## src/rtl/pulpemu_spi_host_pkg.sv

```systemverilog
// Shared constants, FSM state type and byte-swap helper for the SPI host.
package pulpemu_spi_host_pkg;

  // Command opcodes understood by the PULP SPI slave.
  localparam logic [7:0] OPC_WRITE = 8'h02;
  localparam logic [7:0] OPC_READ  = 8'h0B;

  // Frame lengths: opcode + address + data for writes.
  localparam int WR_BITS = 72;

  typedef enum logic [2:0] {
    IDLE,
    SHIFT,
    HOLD,
    GAP,
    RESP
  } state_t;

  // Reverse byte order of a 32-bit word.
  function automatic logic [31:0] bswap32(input logic [31:0] d);
    return {d[7:0], d[15:8], d[23:16], d[31:24]};
  endfunction

endpackage

```

## src/rtl/pulpemu_spi_host_clkgen.sv

```systemverilog
// SPI clock generator: phase counter over one bit period, rise/fall strobes
// and a registered mode-0 SPI clock that idles low whenever run is low.
module pulpemu_spi_host_clkgen #(
  parameter int CLK_DIV = 2,
  parameter int CW      = $clog2(2 * CLK_DIV)
) (
  input  logic          clk,
  input  logic          rst,
  input  logic          run,
  output logic [CW-1:0] phase,
  output logic          rise,
  output logic          fall,
  output logic          spi_clk
);

  // rise: this edge drives spi_clk 0->1; fall: this edge ends the bit period.
  assign rise = run && (phase == CW'(CLK_DIV - 1));
  assign fall = run && (phase == CW'(2 * CLK_DIV - 1));

  // Phase counter and SPI clock register, parked at zero while not shifting.
  always_ff @(posedge clk) begin
    if (rst || !run) begin
      phase   <= '0;
      spi_clk <= 1'b0;
    end else begin
      phase <= fall ? '0 : phase + CW'(1);
      if (rise) begin
        spi_clk <= 1'b1;
      end else if (fall) begin
        spi_clk <= 1'b0;
      end
    end
  end

endmodule

```

## src/rtl/pulpemu_spi_host.sv

```systemverilog
// SPI host bridging a valid/ready memory request port to a PULP SPI slave.
// One frame per request: opcode, address, then write data or dummy bits
// followed by 32 sampled read bits; response is held until consumed.
module pulpemu_spi_host
  import pulpemu_spi_host_pkg::*;
#(
  parameter int CLK_DIV           = 2,
  parameter int DUMMY_CYCLES      = 32,
  parameter int SWITCH_ENDIANNESS = 1
) (
  input  logic        zynq_clk,
  input  logic        zynq_rst,
  input  logic        req_valid_i,
  output logic        req_ready_o,
  input  logic        req_we_i,
  input  logic [31:0] req_addr_i,
  input  logic [31:0] req_wdata_i,
  output logic        rsp_valid_o,
  output logic [31:0] rsp_rdata_o,
  input  logic        rsp_ready_i,
  output logic        spi_clk_o,
  output logic        spi_csn_o,
  output logic        spi_sdo0_o,
  input  logic        spi_sdi0_i
);

  localparam int RD_BITS = WR_BITS + DUMMY_CYCLES;
  localparam int BW      = $clog2(RD_BITS + 1);
  localparam int WW      = $clog2(CLK_DIV + 1);
  localparam int CW      = $clog2(2 * CLK_DIV);

  state_t state, state_next;

  logic          accept, run, rise, fall, last_bit, wait_done;
  logic [CW-1:0] phase;
  logic          we_q;
  logic [BW-1:0] bit_cnt, last_idx;
  logic [WW-1:0] wait_cnt;
  logic [71:0]   tx_q;
  logic [31:0]   rx_q;
  logic          csn_q, rsp_valid_q;
  logic [31:0]   rdata_q;
  logic [31:0]   addr_s, wdata_s, rx_s;

  assign addr_s  = (SWITCH_ENDIANNESS != 0) ? bswap32(req_addr_i)  : req_addr_i;
  assign wdata_s = (SWITCH_ENDIANNESS != 0) ? bswap32(req_wdata_i) : req_wdata_i;
  assign rx_s    = (SWITCH_ENDIANNESS != 0) ? bswap32(rx_q)        : rx_q;

  assign req_ready_o = (state == IDLE);
  assign accept      = req_valid_i && req_ready_o;
  assign run         = (state == SHIFT);
  assign last_idx    = we_q ? BW'(WR_BITS - 1) : BW'(RD_BITS - 1);
  assign last_bit    = fall && (bit_cnt == last_idx);
  assign wait_done   = (wait_cnt == WW'(CLK_DIV - 1));

  // The frame shifts out of the top of tx_q, which drains to zero by the
  // end of every frame, so sdo is quiet whenever chip select is high.
  assign spi_sdo0_o  = tx_q[71];
  assign spi_csn_o   = csn_q;
  assign rsp_valid_o = rsp_valid_q;
  assign rsp_rdata_o = rdata_q;

  pulpemu_spi_host_clkgen #(
    .CLK_DIV (CLK_DIV),
    .CW      (CW)
  ) u_clkgen (
    .clk     (zynq_clk),
    .rst     (zynq_rst),
    .run     (run),
    .phase   (phase),
    .rise    (rise),
    .fall    (fall),
    .spi_clk (spi_clk_o)
  );

  // FSM state register.
  always_ff @(posedge zynq_clk) begin
    // NOTE: sequential state uses non-blocking assignments so every register samples pre-edge values.
    if (zynq_rst) begin
      state <= IDLE;
    end else begin
      state <= state_next;
    end
  end

  // FSM next-state logic.
  always_comb begin
    // NOTE: default assigned first so no path leaves state_next unassigned (no latch).
    state_next = state;
    case (state)
      IDLE:    if (accept)      state_next = SHIFT;
      SHIFT:   if (last_bit)    state_next = HOLD;
      HOLD:    if (wait_done)   state_next = GAP;
      GAP:     if (wait_done)   state_next = RESP;
      RESP:    if (rsp_ready_i) state_next = IDLE;
      default:                  state_next = IDLE;
    endcase
  end

  // Datapath: request latch, shift registers, counters, chip select, response.
  always_ff @(posedge zynq_clk) begin
    // NOTE: every datapath register is reset so an aborted request leaves nothing stale behind.
    if (zynq_rst) begin
      we_q        <= 1'b0;
      tx_q        <= '0;
      rx_q        <= '0;
      bit_cnt     <= '0;
      wait_cnt    <= '0;
      csn_q       <= 1'b1;
      rsp_valid_q <= 1'b0;
      rdata_q     <= '0;
    end else begin
      case (state)
        IDLE: begin
          if (accept) begin
            we_q     <= req_we_i;
            tx_q     <= {(req_we_i ? OPC_WRITE : OPC_READ), addr_s,
                         (req_we_i ? wdata_s : 32'h0)};
            rx_q     <= '0;
            bit_cnt  <= '0;
            wait_cnt <= '0;
            csn_q    <= 1'b0;
          end
        end
        SHIFT: begin
          wait_cnt <= '0;
          if (rise) begin
            rx_q <= {rx_q[30:0], spi_sdi0_i};
          end
          if (fall) begin
            tx_q    <= {tx_q[70:0], 1'b0};
            bit_cnt <= bit_cnt + BW'(1);
          end
        end
        HOLD: begin
          wait_cnt <= wait_done ? '0 : wait_cnt + WW'(1);
          if (wait_done) begin
            csn_q <= 1'b1;
          end
        end
        GAP: begin
          wait_cnt <= wait_done ? '0 : wait_cnt + WW'(1);
          if (wait_done) begin
            rsp_valid_q <= 1'b1;
            rdata_q     <= we_q ? 32'h0 : rx_s;
          end
        end
        RESP: begin
          if (rsp_ready_i) begin
            rsp_valid_q <= 1'b0;
            rdata_q     <= '0;
          end
        end
        default: ;
      endcase
    end
  end

  // Clock generator is parked outside SHIFT; sdo is quiet while deselected.
  assert property (@(posedge zynq_clk) disable iff (zynq_rst) !run |-> (phase == '0));
  assert property (@(posedge zynq_clk) disable iff (zynq_rst) spi_csn_o |-> !spi_sdo0_o);

endmodule

```

## config.mk

```make
export PLATFORM = sky130hd
export DESIGN_NAME = pulpemu_spi_host
export DESIGN_NICKNAME = d
export VERILOG_FILES = /design/src/rtl/pulpemu_spi_host_pkg.sv /design/src/rtl/pulpemu_spi_host_clkgen.sv /design/src/rtl/pulpemu_spi_host.sv
export SDC_FILE = /design/constraint.sdc
export NUM_CORES = 1
export LEC_CHECK = 0
export BUFFER_PORTS_ARGS = -buffer_cell sky130_fd_sc_hd__buf_2
export CORE_ASPECT_RATIO = 0.5
export CORE_MARGIN = 2
export CORE_UTILIZATION = 29
export DETAILED_ROUTE_END_ITERATION = 10
export PLACE_DENSITY = 0.53
export SYNTH_ARGS = -nofsm -noshare
export SYNTH_HDL_FRONTEND = slang
export SYNTH_SLANG_ARGS = --single-unit
```

## constraint.sdc

```tcl
create_clock -name zynq_clk -period 5.5 [get_ports zynq_clk]
set_input_delay 1.1 -clock zynq_clk [delete_from_list [all_inputs] [get_ports zynq_clk]]
set_output_delay 1.1 -clock zynq_clk [all_outputs]
set_load 0.02 [all_outputs]
```

==> results of run 1 <==
-- metal layers --
layer | share of wire (%) | routed length, um | up-vias
met5 | 0 | 0 | -
met2 | 47 | 7240 | 68
met1 | 50 | 7690 | 2604
met4 | 0.52 | 81 | 0
li1 | - | - | 2813
met3 | 3.0 | 465 | 6
-- Yosys cell counts, types with 2 or more instances --
cell / count
ha_1: 3
mux2i_1: 3
a211oi_1: 2
dfxtp_1: 154
buf_6: 6
nor3_1: 10
nor4_1: 4
clkbuf_1: 36
nor4b_1: 2
nor3b_1: 2
a21oi_1: 69
or2_2: 2
nand2b_1: 2
xnor2_1: 5
buf_4: 8
a311oi_1: 64
nor2b_1: 4
nand3_1: 33
nand2_1: 166
a21o_1: 2
o21ai_0: 33
nor2_1: 118
a22oi_1: 6
buf_2: 21
-- worst max-delay path, stage by stage (launching register included) --
cell and delay [ns]:
dfxtp_1 0.77, or2_2 0.34, nor2_1 0.06, buf_2 0.18
-- stage by stage --
stage               hold slack (ns)  util [%]  area [um^2]
floorplan                     0.432         -         6290
global placement              0.444      32.1         6890
detailed placement            0.453      32.1         6890
CTS                           0.462      35.0         7510
global route                  0.476      35.0         7520
finish                        0.458      35.0         7520
-- power by group through the flow --
| stage | registers (uW) | logic [uW] | clock network (uW) |
|---|---|---|---|
| 3_3_place_gp | 1400 | 595 | 0 |
| 4_1_cts | 1380 | 612 | 1290 |
| 5_1_grt | 1400 | 694 | 1340 |
| 3_5_place_dp | 1400 | 611 | 0 |
| 2_1_floorplan | 1370 | 519 | 0 |
| 6_report | 1380 | 601 | 1250 |
-- worst paths after layout --
check                           startpoint  slack, ns        endpoint  depth (start not counted)
worst max-delay path              state[2]       2.64     req_ready_o                          3
worst max register to register    state[2]       2.81       spi_csn_o                          4
worst min register to register    rx_q[31]       0.46  rsp_rdata_o[7]                          2
worst min-delay path              rx_q[31]       0.46  rsp_rdata_o[7]                          2
-- registers in the layout, indices dropped and copies added (netlist names) --
register	count
tx_q	72
rsp_rdata_o	32
rx_q	32
bit_cnt	7
state	3
u_clkgen.phase	2
wait_cnt	2
rsp_valid_o	1
spi_csn_o	1
u_clkgen.spi_clk	1
we_q	1
-- cell type report --
cell class | count | area [um^2] | area share, %
Sequential cell | 154 | 3080 | 41.0
Multi-Input combinational cell | 550 | 2850 | 37.9
Timing Repair Buffer | 113 | 586 | 7.79
Clock buffer | 19 | 433 | 5.76
Tap cell | 300 | 375 | 4.99
Clock inverter | 13 | 190 | 2.53
Inverter | 1 | 3.75 | 0.0499
-- kinds of logic (layout without fill, tap and decap cells) --
logic type / after synthesis / after routing / synth area share [%]
xor gates and xnor gates: 6 / 6 / 0.836
DFF: 154 / 154 / 49.0
buffers and inverters: 73 / 146 / 5.97
adders and majority gates: 3 / 3 / 0.597
AOI/OAI and AO/OA: 184 / 184 / 19.4
muxes: 3 / 3 / 0.478
and+or+nand+nor: 354 / 354 / 23.7
==> reports/metrics.cfg, run 1 <==
[drt]
drt_iter0_drc = 344
vias_per_cell = 4.77
drc_errors = 0
wl_per_cell_um = 13.5
drt-total-wl_um = 15500
num_vias = 5491
drt_first_pass_iters = 4
antenna_left = 0

[global_route]
gr-total-overflow = 0
grt_max_degree = 76
grt_first_pass_wirelength_um = 25800
grtUsageMet1_pct = 18.4
use_met3_pct = 3.22
use_met2_pct = 23.0
grt.busiest_layer = met2
grt_pass1_vias = 5284
antenna_found_initial = 0
grtUsageTotal_pct = 13.9

[pwr]
clockPowerShare_pct = 38.7
p_int_uw = 2240
powerDensity_mw_per_mm2 = 430
switching_power_uw = 986
finalPower_uw = 3230
p_leak_uw = 0.00282
seqPwrFrac_pct = 42.7
swShare_pct = 30.5
comb_power_share_pct = 18.6
ir_drop_mv = 0.148

[setup_path]
cp_data_arrival_time_ns = 1.76
crit_path_end_kind = primary output
critPathMaxFanout = 18
critPathRequiredTime_ns = 4.40
crit_type = reg2out
worstSetupStartpointType = flop

[timing]
setup_slack_ns = 2.64
max_slew_margin_pct = 31.5
finClkSkew_ns = 0.00860
setup_viol = 0
slew_violations = 0
rsz0062_at_grt = false
post-route-period-util_pct = 52.0
period_minus_slack_ns = 2.86
setup_tns_ns = 0
tightest_slew_ns = 1.03
fmax_ghz = 0.349
final-hold-violation-count = 0

[status]
status = complete, no violations

[clocking]
numCtsBuffers = 17
cts_buffer_depth = 2
clk_pin_slew_ns = 0.07
clkSinkCount = 154
clock-root-buffer = clkbuf_16
post_cts_buffers = 0
ctsResizeCount = 0
tritoncts = built
clk_latency_ns = 0.42
cts-hold-fix-buffers = 0
htreeDepth = 4

[flow_run]
maxCapViolCount = 0

[synth]
synth_edf_count = 0
syn-cell-area_mm2 = 0.00629
synth-seq-cells = 154
synth-main-ff-cell = dfxtp_1
yosysSeqAreaShare_pct = 49.0
ys_warn_count = 0
synthCells = 777
ys_types = 46
synth_area_leaders = dfxtp_1 (49%), nand2_1 (9.9%), a311oi_1 (8.9%)
async_reset_ff_share_pct = 0
syn_area_per_cell_um2 = 8.09
syn_nets = 850
synth_top_area_share_pct = 49.0
yosysTopAreaCell = dfxtp_1

[placement]
gp_congestion = 0.783
placedCellCount = 1118
hpwl_um = 9530
place_ws_ns = 2.46
port_buffers = 106

[floorplan]
start_util_pct = 29.3
rows = 38
die_y_um = 108
die_area_mm2 = 0.0229
ios = 107
die_w_um = 212
core_area_mm2 = 0.0215

[hold_path]
hold_class = reg2reg

[final_layout]
layout_common_cells = nand2_1 (166), dfxtp_1 (154), nor2_1 (118)
num-nets-final = 910
final_cells = 1150
final_common_cell = nand2_1
syn_to_final_growth_pct = 19.6
diodes = 0
fill_cells = 2317
layout-drive-gt1-share_pct = 17.9

No activity file was read; power rests on OpenSTA's default activity.
==> run 2, diff against run 1 <==
--- a/config.mk
+++ b/config.mk
@@ -5,12 +5,13 @@
 export SDC_FILE = /design/constraint.sdc
 export NUM_CORES = 1
 export LEC_CHECK = 0
+export ABC_AREA = 1
 export BUFFER_PORTS_ARGS = -buffer_cell sky130_fd_sc_hd__buf_2
 export CORE_ASPECT_RATIO = 0.5
 export CORE_MARGIN = 2
 export CORE_UTILIZATION = 29
 export DETAILED_ROUTE_END_ITERATION = 10
-export PLACE_DENSITY = 0.53
+export PLACE_DENSITY = 0.54
 export SYNTH_ARGS = -nofsm -noshare
 export SYNTH_HDL_FRONTEND = slang
 export SYNTH_SLANG_ARGS = --single-unit
==> constraint.sdc (replaced) <==
create_clock -name zynq_clk -period 2.61 [get_ports zynq_clk]
set_input_delay 0.522 -clock zynq_clk [delete_from_list [all_inputs] [get_ports zynq_clk]]
set_output_delay 0.522 -clock zynq_clk [all_outputs]
set_load 0.02 [all_outputs]
==> reports/metrics.cfg, run 2 <==
[synth]
synth-main-ff-cell = dfxtp_1
synth_edf_count = 0
synthMostInstantiatedCell = nand2_1
syn_area_per_cell_um2 = 6.83
ys_warn_count = 0
synthTopCellsByCount = nand2_1 (308), nor2_1 (185), dfxtp_1 (154)
synthCells = 985
syn_nets = 1058
yosysTopAreaCell = dfxtp_1
ys_types = 26
yosysSeqAreaShare_pct = 45.8
synth_area_leaders = dfxtp_1 (46%), nand2_1 (17%), nor2_1 (10%)
syn-cell-area_mm2 = 0.00673
synth-seq-cells = 154
async_reset_ff_share_pct = 0
synth_top_area_share_pct = 45.8

[clocking]
tritoncts = built
clkSinkCount = 154
ctsResizeCount = 0
clock-root-buffer = clkbuf_16
clk_latency_ns = 0.43
htreeDepth = 4
cts_buffer_depth = 2
clk_pin_slew_ns = 0.06
numCtsBuffers = 17
post_cts_buffers = 0
cts-hold-fix-buffers = 0

[global_route]
grt_max_degree = 66
grt_first_pass_wirelength_um = 28600
grtUsageTotal_pct = 14.3
gr-total-overflow = 0
grt_pass1_vias = 5976
antenna_found_initial = 0

[pwr]
ir_drop_mv = 0.713
p_leak_uw = 0.00354
powerDensity_mw_per_mm2 = 1120

[setup_path]
cpLargestDelayFamily = buffers and inverters
path_buf_inv = 3
critPathRequiredTime_ns = 2.97
crit_top_cell = nand2_1
cpPeakStageDelay_ns = 0.65
crit_path_end_kind = flop
critical_path.cell_chain = clkinv_1 -> nand3_2 -> inv_2 -> nand2_1 -> nand2_1 -> buf_4 -> nor2_1 -> a21oi_1
cp_data_arrival_time_ns = 2.56
critPathMaxFanout = 50
crit_type = reg2reg
worstSetupStartpointType = flop
cp_slowest_cell = inv_2

[timing]
rsz0062_at_grt = false
setup_viol = 0
final-hold-violation-count = 0
max_slew_margin_pct = 19.8
slew_violations = 0
period_minus_slack_ns = 2.20
setup_tns_ns = 0
post-route-period-util_pct = 84.3
fmax_ghz = 0.455
tightest_slew_ns = 1.20
finClkSkew_ns = 0.0114

[final_layout]
final_area_mm2 = 0.00806
final_common_cell = nand2_1
largest_register_ff_count = 72
num-nets-final = 1130
largest_register = tx_q
diodes = 0
layout_common_cells = nand2_1 (308), nor2_1 (185), dfxtp_1 (154)
multiInputGateArea_mm2 = 0.00326
fill_cells = 2432
layout-drive-gt1-share_pct = 15.4
ff_latch_area_mm2 = 0.00308
syn_to_final_growth_pct = 19.8

[floorplan]
ios = 107
core_area_mm2 = 0.0228
rows = 39
die_w_um = 219
die_area_mm2 = 0.0245
die_y_um = 112
start_util_pct = 29.5

[drt]
antenna_left = 0
drt-total-wl_um = 17200
wl_per_cell_um = 12.5
num_vias = 6272
vias_per_cell = 4.55
drt_iter0_drc = 347
drt_first_pass_iters = 6
drc_errors = 0

[placement]
hpwl_um = 10800
dpl-instance-area_mm2 = 0.00746
gp_congestion = 0.806
port_buffers = 106

[hold_path]
hold_class = in2reg

[flow_run]
maxCapViolCount = 0

[status]
status = complete, no violations

[run 2: changes by cell type in the layout (fill, tap and decap cells not counted), moves of 13 or more]
cell / delta
nand3b_1: +33
inv_1: +13
a311oi_1: -64
o21ai_0: +36
nand2_1: +142
nor2_1: +67
[run 2: area by class of cell]
cell class | instances | area share, %
multi-input cells | 743 | 40.4
flip-flops and latches | 154 | 38.2
repair buffers | 121 | 8.13
clock buffers | 22 | 5.76
well taps | 307 | 4.76
clock inverters | 10 | 1.75
inverters | 20 | 0.931
[run 2: final timing paths]
kind | startpoint | endpoint | slack, ns | cells after the start
min reg2reg | rsp_rdata_o[29] | rsp_rdata_o[29] | 0.46 | 2
min | spi_sdi0_i | rx_q[0] | 0.37 | 3
max | state[1] | rx_q[20] | 0.41 | 8
max reg2reg | state[1] | rx_q[20] | 0.41 | 8
[run 2: report_power, final]
part	internal (uW)	switching, uW	total (uW)
Clock	1560	1020	2570
Sequential	2960	357	3320
Combinational	1010	2130	3130
[run 2: kinds of logic (layout without fill, tap and decap cells)]
logic type               count (synthesis)  count (layout)  synth area share [%]
AO/OA/AOI/OAI                          149             149                  11.3
XOR/XNOR                                 2               2                 0.260
adder cells (fa/ha/maj)                  3               3                 0.558
buffers and inverters                   88             173                  5.76
flip-flops                             154             154                  45.8
AND/OR/NAND/NOR                        589             589                  36.3
[run 2: worst min-delay path, stage by stage]
cell     delay (ns)
buf_2          0.12
nand2_1        0.06
a21oi_1        0.05
[run 2: per-layer routing]
metal / wire [um] / part of all wire (%) / up-vias / global-route usage [%]
met2: 7900 / 46 / 102 / 23.7
met5: 0 / 0 / - / 0
met4: 251 / 1.5 / 0 / 4.86
met3: 654 / 3.8 / 19 / 3.58
met1: 8400 / 49 / 2863 / 18.2
li1: - / - / 3288 / -
[run 2: per-stage QoR]
stage	hold slack (ns)	util, %	total power [uW]	std cells	worst slack, ns
finish	0.368	35.4	9030	1377	0.411
detailed placement	0.453	32.7	6520	1345	0.392
floorplan	0.433	-	5800	985	1.09
CTS	0.351	35.4	9130	1377	0.366
global route	0.363	35.4	9760	1377	0.133
global placement	0.444	32.7	6470	1345	0.434
